==> src/rtl/sevenseg_pkg.sv <==
// Shared 7-segment pattern constants, decode result type and helpers for the scan decoder.
// Active-low patterns are {g,f,e,d,c,b,a}.
package sevenseg_pkg;

    localparam logic [6:0] SEG_0     = 7'b1000000;
    localparam logic [6:0] SEG_1     = 7'b1111001;
    localparam logic [6:0] SEG_2     = 7'b0100100;
    localparam logic [6:0] SEG_3     = 7'b0110000;
    localparam logic [6:0] SEG_4     = 7'b0011001;
    localparam logic [6:0] SEG_5     = 7'b0010010;
    localparam logic [6:0] SEG_6     = 7'b0000010;
    localparam logic [6:0] SEG_7     = 7'b1111000;
    localparam logic [6:0] SEG_8     = 7'b0000000;
    localparam logic [6:0] SEG_9     = 7'b0011000;
    localparam logic [6:0] SEG_BLANK = 7'b1111111;
    localparam logic [3:0] DIGIT_ERR = 4'hF;

    typedef struct packed {
        logic [3:0] digit;
        logic       blank;
        logic       illegal;
    } seg_dec_t;

    typedef enum logic [1:0] {
        ST_IDLE,
        ST_CONVERT,
        ST_PUBLISH
    } conv_state_e;

    function automatic seg_dec_t seg_to_bcd(input logic [6:0] seg);
        seg_dec_t r;
        r = '{digit: 4'd0, blank: 1'b0, illegal: 1'b0};
        case (seg)
            SEG_0:     r.digit = 4'd0;
            SEG_1:     r.digit = 4'd1;
            SEG_2:     r.digit = 4'd2;
            SEG_3:     r.digit = 4'd3;
            SEG_4:     r.digit = 4'd4;
            SEG_5:     r.digit = 4'd5;
            SEG_6:     r.digit = 4'd6;
            SEG_7:     r.digit = 4'd7;
            SEG_8:     r.digit = 4'd8;
            SEG_9:     r.digit = 4'd9;
            SEG_BLANK: r.blank = 1'b1;
            default: begin
                r.digit   = DIGIT_ERR;
                r.illegal = 1'b1;
            end
        endcase
        return r;
    endfunction

    // Error digits contribute zero to the binary value; blanks already decode to 0.
    function automatic logic [3:0] digit_value(input logic [3:0] d);
        return (d > 4'd9) ? 4'd0 : d;
    endfunction

endpackage

==> src/rtl/seg_pattern_decode.sv <==
// Combinational decode of one active-low segment pattern into {digit, blank, illegal}.
module seg_pattern_decode
    import sevenseg_pkg::*;
(
    input  logic [6:0] seg_i,
    output seg_dec_t   dec_c
);

    assign dec_c = seg_to_bcd(seg_i);

endmodule

==> src/rtl/sevenseg_scan_decoder.sv <==
// Receive side of a multiplexed 7-segment display: sync, debounce, decode and publish whole frames.
// Optional macro SEVENSEG_BINARY_OUT_EN adds bin_out with a sequential BCD-to-binary converter.
module sevenseg_scan_decoder
    import sevenseg_pkg::*;
#(
    parameter int unsigned NUM_DIGITS     = 4,
    parameter int unsigned STABLE_CYCLES  = 16,
    parameter int unsigned TIMEOUT_CYCLES = 100000
) (
    input  logic                    clk,
    input  logic                    reset_n,
    input  logic [6:0]              seg_in,
    input  logic [NUM_DIGITS-1:0]   dig_sel_n,
    output logic [4*NUM_DIGITS-1:0] bcd_out,
    output logic [NUM_DIGITS-1:0]   blank_out,
    output logic                    frame_valid,
    output logic                    frame_err,
`ifdef SEVENSEG_BINARY_OUT_EN
    output logic [4*NUM_DIGITS-1:0] bin_out,
`endif
    output logic                    stale
);

    localparam int unsigned SMP_W = NUM_DIGITS + 7;
    localparam int unsigned BCD_W = 4 * NUM_DIGITS;
    localparam int unsigned CNT_W = $clog2(STABLE_CYCLES);
    localparam int unsigned TMO_W = $clog2(TIMEOUT_CYCLES);
    localparam int unsigned IDX_W = (NUM_DIGITS > 1) ? $clog2(NUM_DIGITS) : 1;
    localparam logic [CNT_W-1:0] CNT_MAX = CNT_W'(STABLE_CYCLES - 1);
    localparam logic [TMO_W-1:0] TMO_MAX = TMO_W'(TIMEOUT_CYCLES - 1);

    logic [SMP_W-1:0]      sync1_q, sync2_q, prev_q;
    logic [CNT_W-1:0]      cnt_q, cnt_d;
    logic [NUM_DIGITS-1:0] mask_q, mask_d, blank_stg_q, blank_stg_d, blank_q, blank_d;
    logic [BCD_W-1:0]      bcd_stg_q, bcd_stg_d, bcd_q, bcd_d;
    logic                  err_stg_q, err_stg_d, err_q, err_d;
    logic                  fv_q, fv_d, stale_q, stale_d;
    logic [TMO_W-1:0]      tmo_q, tmo_d;
    logic [NUM_DIGITS-1:0] sel_n_c;
    logic [6:0]            seg_c;
    seg_dec_t              dec_c;
    logic [IDX_W-1:0]      slot_c;
    logic                  capture_c, frame_start_c;

    assign sel_n_c = sync2_q[SMP_W-1:7];
    assign seg_c   = sync2_q[6:0];

    seg_pattern_decode u_decode (
        .seg_i (seg_c),
        .dec_c (dec_c)
    );

    // Slot index of the single active strobe (only meaningful when one-cold).
    always_comb begin
        slot_c = '0;
        for (int i = 0; i < NUM_DIGITS; i++) begin
            if (!sel_n_c[i]) slot_c = IDX_W'(i);
        end
    end

    // Capture fires only on the cycle the count first reaches its limit.
    always_comb begin
        cnt_d = '0;
        if ((sync2_q == prev_q) && $onehot(~sel_n_c)) begin
            cnt_d = (cnt_q == CNT_MAX) ? cnt_q : cnt_q + CNT_W'(1);
        end
        capture_c = (cnt_d == CNT_MAX) && (cnt_q != CNT_MAX);
    end

    // Opening a new frame clears the mask first, so a capture in that cycle starts the next frame.
    always_comb begin
        mask_d      = frame_start_c ? '0 : mask_q;
        err_stg_d   = frame_start_c ? 1'b0 : err_stg_q;
        bcd_stg_d   = bcd_stg_q;
        blank_stg_d = blank_stg_q;
        if (capture_c && !mask_d[slot_c]) begin
            mask_d[slot_c]            = 1'b1;
            bcd_stg_d[4*slot_c +: 4]  = dec_c.digit;
            blank_stg_d[slot_c]       = dec_c.blank;
            err_stg_d                 = err_stg_d | dec_c.illegal;
        end
    end

`ifdef SEVENSEG_BINARY_OUT_EN
    conv_state_e           state_q, state_d;
    logic [IDX_W-1:0]      idx_q, idx_d;
    logic [BCD_W-1:0]      acc_q, acc_d, bin_q, bin_d;
    logic [BCD_W-1:0]      snap_bcd_q, snap_bcd_d;
    logic [NUM_DIGITS-1:0] snap_blank_q, snap_blank_d;
    logic                  snap_err_q, snap_err_d;

    // A full mask waits in IDLE until any running conversion has published.
    assign frame_start_c = (state_q == ST_IDLE) && (&mask_q);

    // Horner conversion, MSD folded in on frame start, one further digit per cycle.
    always_comb begin
        state_d      = state_q;
        idx_d        = idx_q;
        acc_d        = acc_q;
        bin_d        = bin_q;
        snap_bcd_d   = snap_bcd_q;
        snap_blank_d = snap_blank_q;
        snap_err_d   = snap_err_q;
        bcd_d        = bcd_q;
        blank_d      = blank_q;
        err_d        = err_q;
        fv_d         = 1'b0;
        case (state_q)
            ST_IDLE: begin
                if (frame_start_c) begin
                    snap_bcd_d   = bcd_stg_q;
                    snap_blank_d = blank_stg_q;
                    snap_err_d   = err_stg_q;
                    acc_d        = BCD_W'(digit_value(bcd_stg_q[BCD_W-1 -: 4]));
                    idx_d        = IDX_W'((NUM_DIGITS > 1) ? NUM_DIGITS - 2 : 0);
                    state_d      = (NUM_DIGITS > 1) ? ST_CONVERT : ST_PUBLISH;
                end
            end
            ST_CONVERT: begin
                acc_d = acc_q * BCD_W'(10) + BCD_W'(digit_value(snap_bcd_q[4*idx_q +: 4]));
                if (idx_q == '0) state_d = ST_PUBLISH;
                else             idx_d   = idx_q - IDX_W'(1);
            end
            ST_PUBLISH: begin
                bcd_d   = snap_bcd_q;
                blank_d = snap_blank_q;
                err_d   = snap_err_q;
                bin_d   = acc_q;
                fv_d    = 1'b1;
                state_d = ST_IDLE;
            end
            default: state_d = ST_IDLE;
        endcase
    end

    always_ff @(posedge clk) begin
        if (!reset_n) begin
            state_q      <= ST_IDLE;
            idx_q        <= '0;
            acc_q        <= '0;
            bin_q        <= '0;
            snap_bcd_q   <= '0;
            snap_blank_q <= '0;
            snap_err_q   <= 1'b0;
        end else begin
            state_q      <= state_d;
            idx_q        <= idx_d;
            acc_q        <= acc_d;
            bin_q        <= bin_d;
            snap_bcd_q   <= snap_bcd_d;
            snap_blank_q <= snap_blank_d;
            snap_err_q   <= snap_err_d;
        end
    end

    assign bin_out = bin_q;
`else
    assign frame_start_c = &mask_q;

    always_comb begin
        bcd_d   = frame_start_c ? bcd_stg_q   : bcd_q;
        blank_d = frame_start_c ? blank_stg_q : blank_q;
        err_d   = frame_start_c ? err_stg_q   : err_q;
        fv_d    = frame_start_c;
    end
`endif

    // Staleness timer restarts on every published frame and saturates.
    always_comb begin
        tmo_d   = tmo_q;
        stale_d = stale_q;
        if (fv_d) begin
            tmo_d   = '0;
            stale_d = 1'b0;
        end else begin
            if (tmo_q != TMO_MAX) tmo_d = tmo_q + TMO_W'(1);
            stale_d = (tmo_d == TMO_MAX);
        end
    end

    always_ff @(posedge clk) begin
        if (!reset_n) begin
            sync1_q     <= '0;
            sync2_q     <= '0;
            prev_q      <= '0;
            cnt_q       <= '0;
            mask_q      <= '0;
            bcd_stg_q   <= '0;
            blank_stg_q <= '0;
            err_stg_q   <= 1'b0;
            bcd_q       <= '0;
            blank_q     <= '1;
            err_q       <= 1'b0;
            fv_q        <= 1'b0;
            tmo_q       <= '0;
            stale_q     <= 1'b0;
        end else begin
            sync1_q     <= {dig_sel_n, seg_in};
            sync2_q     <= sync1_q;
            prev_q      <= sync2_q;
            cnt_q       <= cnt_d;
            mask_q      <= mask_d;
            bcd_stg_q   <= bcd_stg_d;
            blank_stg_q <= blank_stg_d;
            err_stg_q   <= err_stg_d;
            bcd_q       <= bcd_d;
            blank_q     <= blank_d;
            err_q       <= err_d;
            fv_q        <= fv_d;
            tmo_q       <= tmo_d;
            stale_q     <= stale_d;
        end
    end

    assign bcd_out     = bcd_q;
    assign blank_out   = blank_q;
    assign frame_valid = fv_q;
    assign frame_err   = err_q;
    assign stale       = stale_q;

endmodule

==> config.mk <==
export PLATFORM = sky130hd
export DESIGN_NAME = sevenseg_scan_decoder
export DESIGN_NICKNAME = d
export VERILOG_FILES = /design/src/rtl/sevenseg_pkg.sv /design/src/rtl/seg_pattern_decode.sv /design/src/rtl/sevenseg_scan_decoder.sv
export SDC_FILE = /design/constraint.sdc
export NUM_CORES = 1
export LEC_CHECK = 0
export CORE_MARGIN = 2
export CORE_UTILIZATION = 35
export CTS_CLUSTER_DIAMETER = 200
export CTS_CLUSTER_SIZE = 16
export DETAILED_ROUTE_END_ITERATION = 12
export PLACE_DENSITY = 0.63
export SKIP_LAST_GASP = 1
export SYNTH_ARGS = -nofsm -noshare
export SYNTH_HDL_FRONTEND = slang
export SYNTH_HIERARCHICAL = 1
export SYNTH_SLANG_ARGS = --single-unit
==> constraint.sdc <==
create_clock -name clk -period 3.9 [get_ports clk]
set_input_delay 1.17 -clock clk [delete_from_list [all_inputs] [get_ports clk]]
set_output_delay 1.17 -clock clk [all_outputs]
set_load 0.005 [all_outputs]
==> results.md <==
- Mean area per synthesized cell: 9.00 µm²
- GRT Total Usage: 13.6%
- Sw Share: 20.9%
- Number of CTS-inserted buffers: 9
- Peak supply drop: 0.178 mV
- CP max stage delay: 0.62 ns
- Clock share of power: 44.0%
- Final setup violating endpoints: 0
- Worst clock skew: 0.00803 ns
- Pint: 1.68 mW
- Number of H-tree levels: 3
- Vias in the first global route: 3,403
- Worst EP required: 4.16 ns
- Ys Warns: 6
- Slew headroom: 45.0%
- Dominant synthesized flop cell: dfxtp_1
- Final WS setup: 0.748 ns
- CP Cell Sequence: fa_1, inv_1, ha_1, ha_1, nor3b_1, nand4_1, nor4_4, nand3_1, mux2i_1
- Grt met2 use: 21.8%
- Routed vias/inst: 4.99
- Max-Cap Viols: 0
- Cts hold-fix bufs: 0
- Outcome: completed
- Final min period: 3.15 ns
- Initial DRC Count: 217
- Worst-margin pin slew: 0.825 ns
- M1 GR Usage: 16.9%
- Place WS: 0.794 ns
- Number of distinct library cells after synthesis: 58
- GR Overflow Total: 0
- DRC: 0
- Endpoints failing hold: 0
- Worst min-delay path class: flop to flop
- Nets: 553
- Initial Util: 35.9%
- WP buf/inv: 1
- Routability congestion estimate: 0.831
- Crit path max fanout: 9
- Syn Nets: 532
- Crit. End Element: flop
- Async SR Flop Fraction: 0%
- Total number of vias: 3,502
- Synthesized area: 4550 µm²
- # resized after CTS: 0
- Antenna diodes: 0
- Crit-path leading delay family: simple AND/OR/NAND/NOR gates
- Leak pwr: 2.03 nW
- Drt pass-1 iters: 5
- Sum Neg Setup Slack: 0 ns
- Met3 usage: 4.60%
- Initial antenna violation count: 0
- Post-CTS Repair Setup Buffers: 0
- Area of the multi-input gates: 2360 µm²
- Peak Freq: 317 MHz
- Worst Path Arrival: 3.41 ns
- First-pass GRT wire length: 15,600 µm
- CTS tree: done
- Worst setup path class: flop to flop
- Die area: 13,900 µm²
- Worst setup SP type: flop
- EDFF count, synth: 0
- Flops & latches, synth: 102
- Placeable Area: 12,700 µm²
- Clock sinks: 102
- Commonest non-fill, non-tap cell in the layout: dfxtp_1
- Largest net degree at the start of global routing: 100
- Post-Syn Instances: 506
- Share of power burned in registers: 50.7%
- Die Wd: 118 µm
- # fillers: 1,283
- Number of I/O pins: 36
- CP max-delay cell: nor4_4
- Die extent in y: 118 µm
- Pins over their slew limit: 0
- Sw power: 444 µW
- Combinational Power Share: 5.3%
- Clk pin slew, worst setup/hold paths: 0.06 ns
- Tcrit/Tclk final: 80.8%
- Wire per inst: 13.0 µm
- Clk root buf: clkbuf_16
- Clk buf depth: 2
- Row cnt: 41
- Layout cells sized above 1: 6.42%
- Area growth from synthesis to layout: 16.9%
- RSZ-0062 raised after global routing: no
- Routed WL: 9160 µm
- Power Density: 399 nW/µm²
- Total power: 2.13 mW
- Skew-Pair Late Insertion Delay: 0.34 ns
- IO buf count: 35
- Seq/Total Area, Yosys: 44.8%
- Most frequent cells in the layout: 102 x dfxtp_1, 82 x nand2_1, 36 x and2_1, 36 x nand3_1, 34 x clkdlybuf4s50_1
- Crit path top cell by count: ha_1
- DRT antenna net count: 0
- Global route hottest layer: met2
- Register area: 2040 µm²
- Final HPWL DP: 6170 µm
## power by group through the flow
stage                     Sequential (mW)  Combinational, mW  Clock (mW)
after floorplan                      1.09             0.0922           0
after global placement               1.10              0.109           0
final                                1.08              0.113       0.936
after detailed placement             1.10              0.113           0
after global routing                 1.08              0.127        1.01
after CTS                            1.08              0.114       0.967
## metal layers
metal | wire, µm | vias up
li1 | - | 1772
met5 | 0 | -
met3 | 456 | 8
met2 | 4250 | 65
met1 | 4350 | 1657
met4 | 103 | 0
## synthesized netlist by cell type (3+ instances only)
cell type | number | area share (%)
a21boi_0 | 22 | 3.6
a21oi_1 | 6 | 0.66
a31oi_1 | 3 | 0.41
and2_1 | 36 | 4.9
and3_1 | 4 | 0.55
clkbuf_1 | 21 | 1.7
dfxtp_1 | 102 | 45
ha_1 | 12 | 3.3
inv_1 | 8 | 0.66
mux2i_1 | 26 | 5.7
nand2_1 | 82 | 6.8
nand3_1 | 36 | 4.0
nand4_1 | 16 | 2.2
nor2_1 | 25 | 2.1
nor2b_1 | 7 | 0.96
nor3_1 | 9 | 0.99
nor3b_1 | 3 | 0.49
nor4_1 | 4 | 0.55
o21ai_0 | 7 | 0.77
or2_2 | 5 | 0.69
xnor2_1 | 16 | 3.1
xor2_1 | 10 | 1.9
## worst reg2reg max path, stage by stage, from the launching register on
cell and delay [ns]:
dfxtp_1 0.37, fa_1 0.52, inv_1 0.04, ha_1 0.18, ha_1 0.27, nor3b_1 0.27, nand4_1 0.19, nor4_4 0.62
nand3_1 0.35, mux2i_1 0.27
## path summary, 6_finish.rpt
| check | start | endpoint | slack, ns | cells past startpoint |
|---|---|---|---|---|
| min | sync1_q[9] | sync2_q[9] | 0.43 | 1 |
| max | sync2_q[8] | bcd_stg_q[8] | 0.75 | 9 |
| max reg2reg | sync2_q[8] | bcd_stg_q[8] | 0.75 | 9 |
| min reg2reg | sync1_q[9] | sync2_q[9] | 0.43 | 1 |
## stage by stage
| step | instances | hold WS, ns | instance area, µm² | util, % |
|---|---|---|---|---|
| CTS | 702 | 0.434 | 5320 | 42.0 |
| detailed placement | 688 | 0.419 | 5010 | 39.5 |
| global placement | 688 | 0.422 | 5010 | 39.5 |
| floorplan | 506 | 0.412 | 4550 | - |
| global route | 702 | 0.439 | 5320 | 42.0 |
| finish | 702 | 0.432 | 5320 | 42.0 |
## cell type report
cell class | instances | share of cell area (%)
clock inverters | 4 | 1.36
well taps | 172 | 4.04
clock buffers | 10 | 4.49
repair buffers | 37 | 6.77
inverters | 8 | 0.564
flip-flops and latches | 102 | 38.4
multi-input cells | 369 | 44.4
## flip-flops by register name, indices dropped and copies added (netlist names)
signal,flops
tmo_q,17
bcd_out,16
bcd_stg_q,16
prev_q,11
sync1_q,11
sync2_q,11
blank_out,4
blank_stg_q,4
cnt_q,4
mask_q,4
err_stg_q,1
frame_err,1
frame_valid,1
stale,1
## logic make-up (layout without fill, tap and decap cells)
family                     count (synthesis)  after routing  synth area share (%)
adders and majority gates                 13             13                  3.74
buffers and inverters                     35             59                  3.24
DFF                                      102            102                  44.8
and+or+nand+nor                          251            251                  29.1
xor gates and xnor gates                  26             26                  5.00
AOI/OAI and AO/OA                         53             53                  8.38
muxes                                     26             26                  5.72
Power figures use the tool's default switching activity.
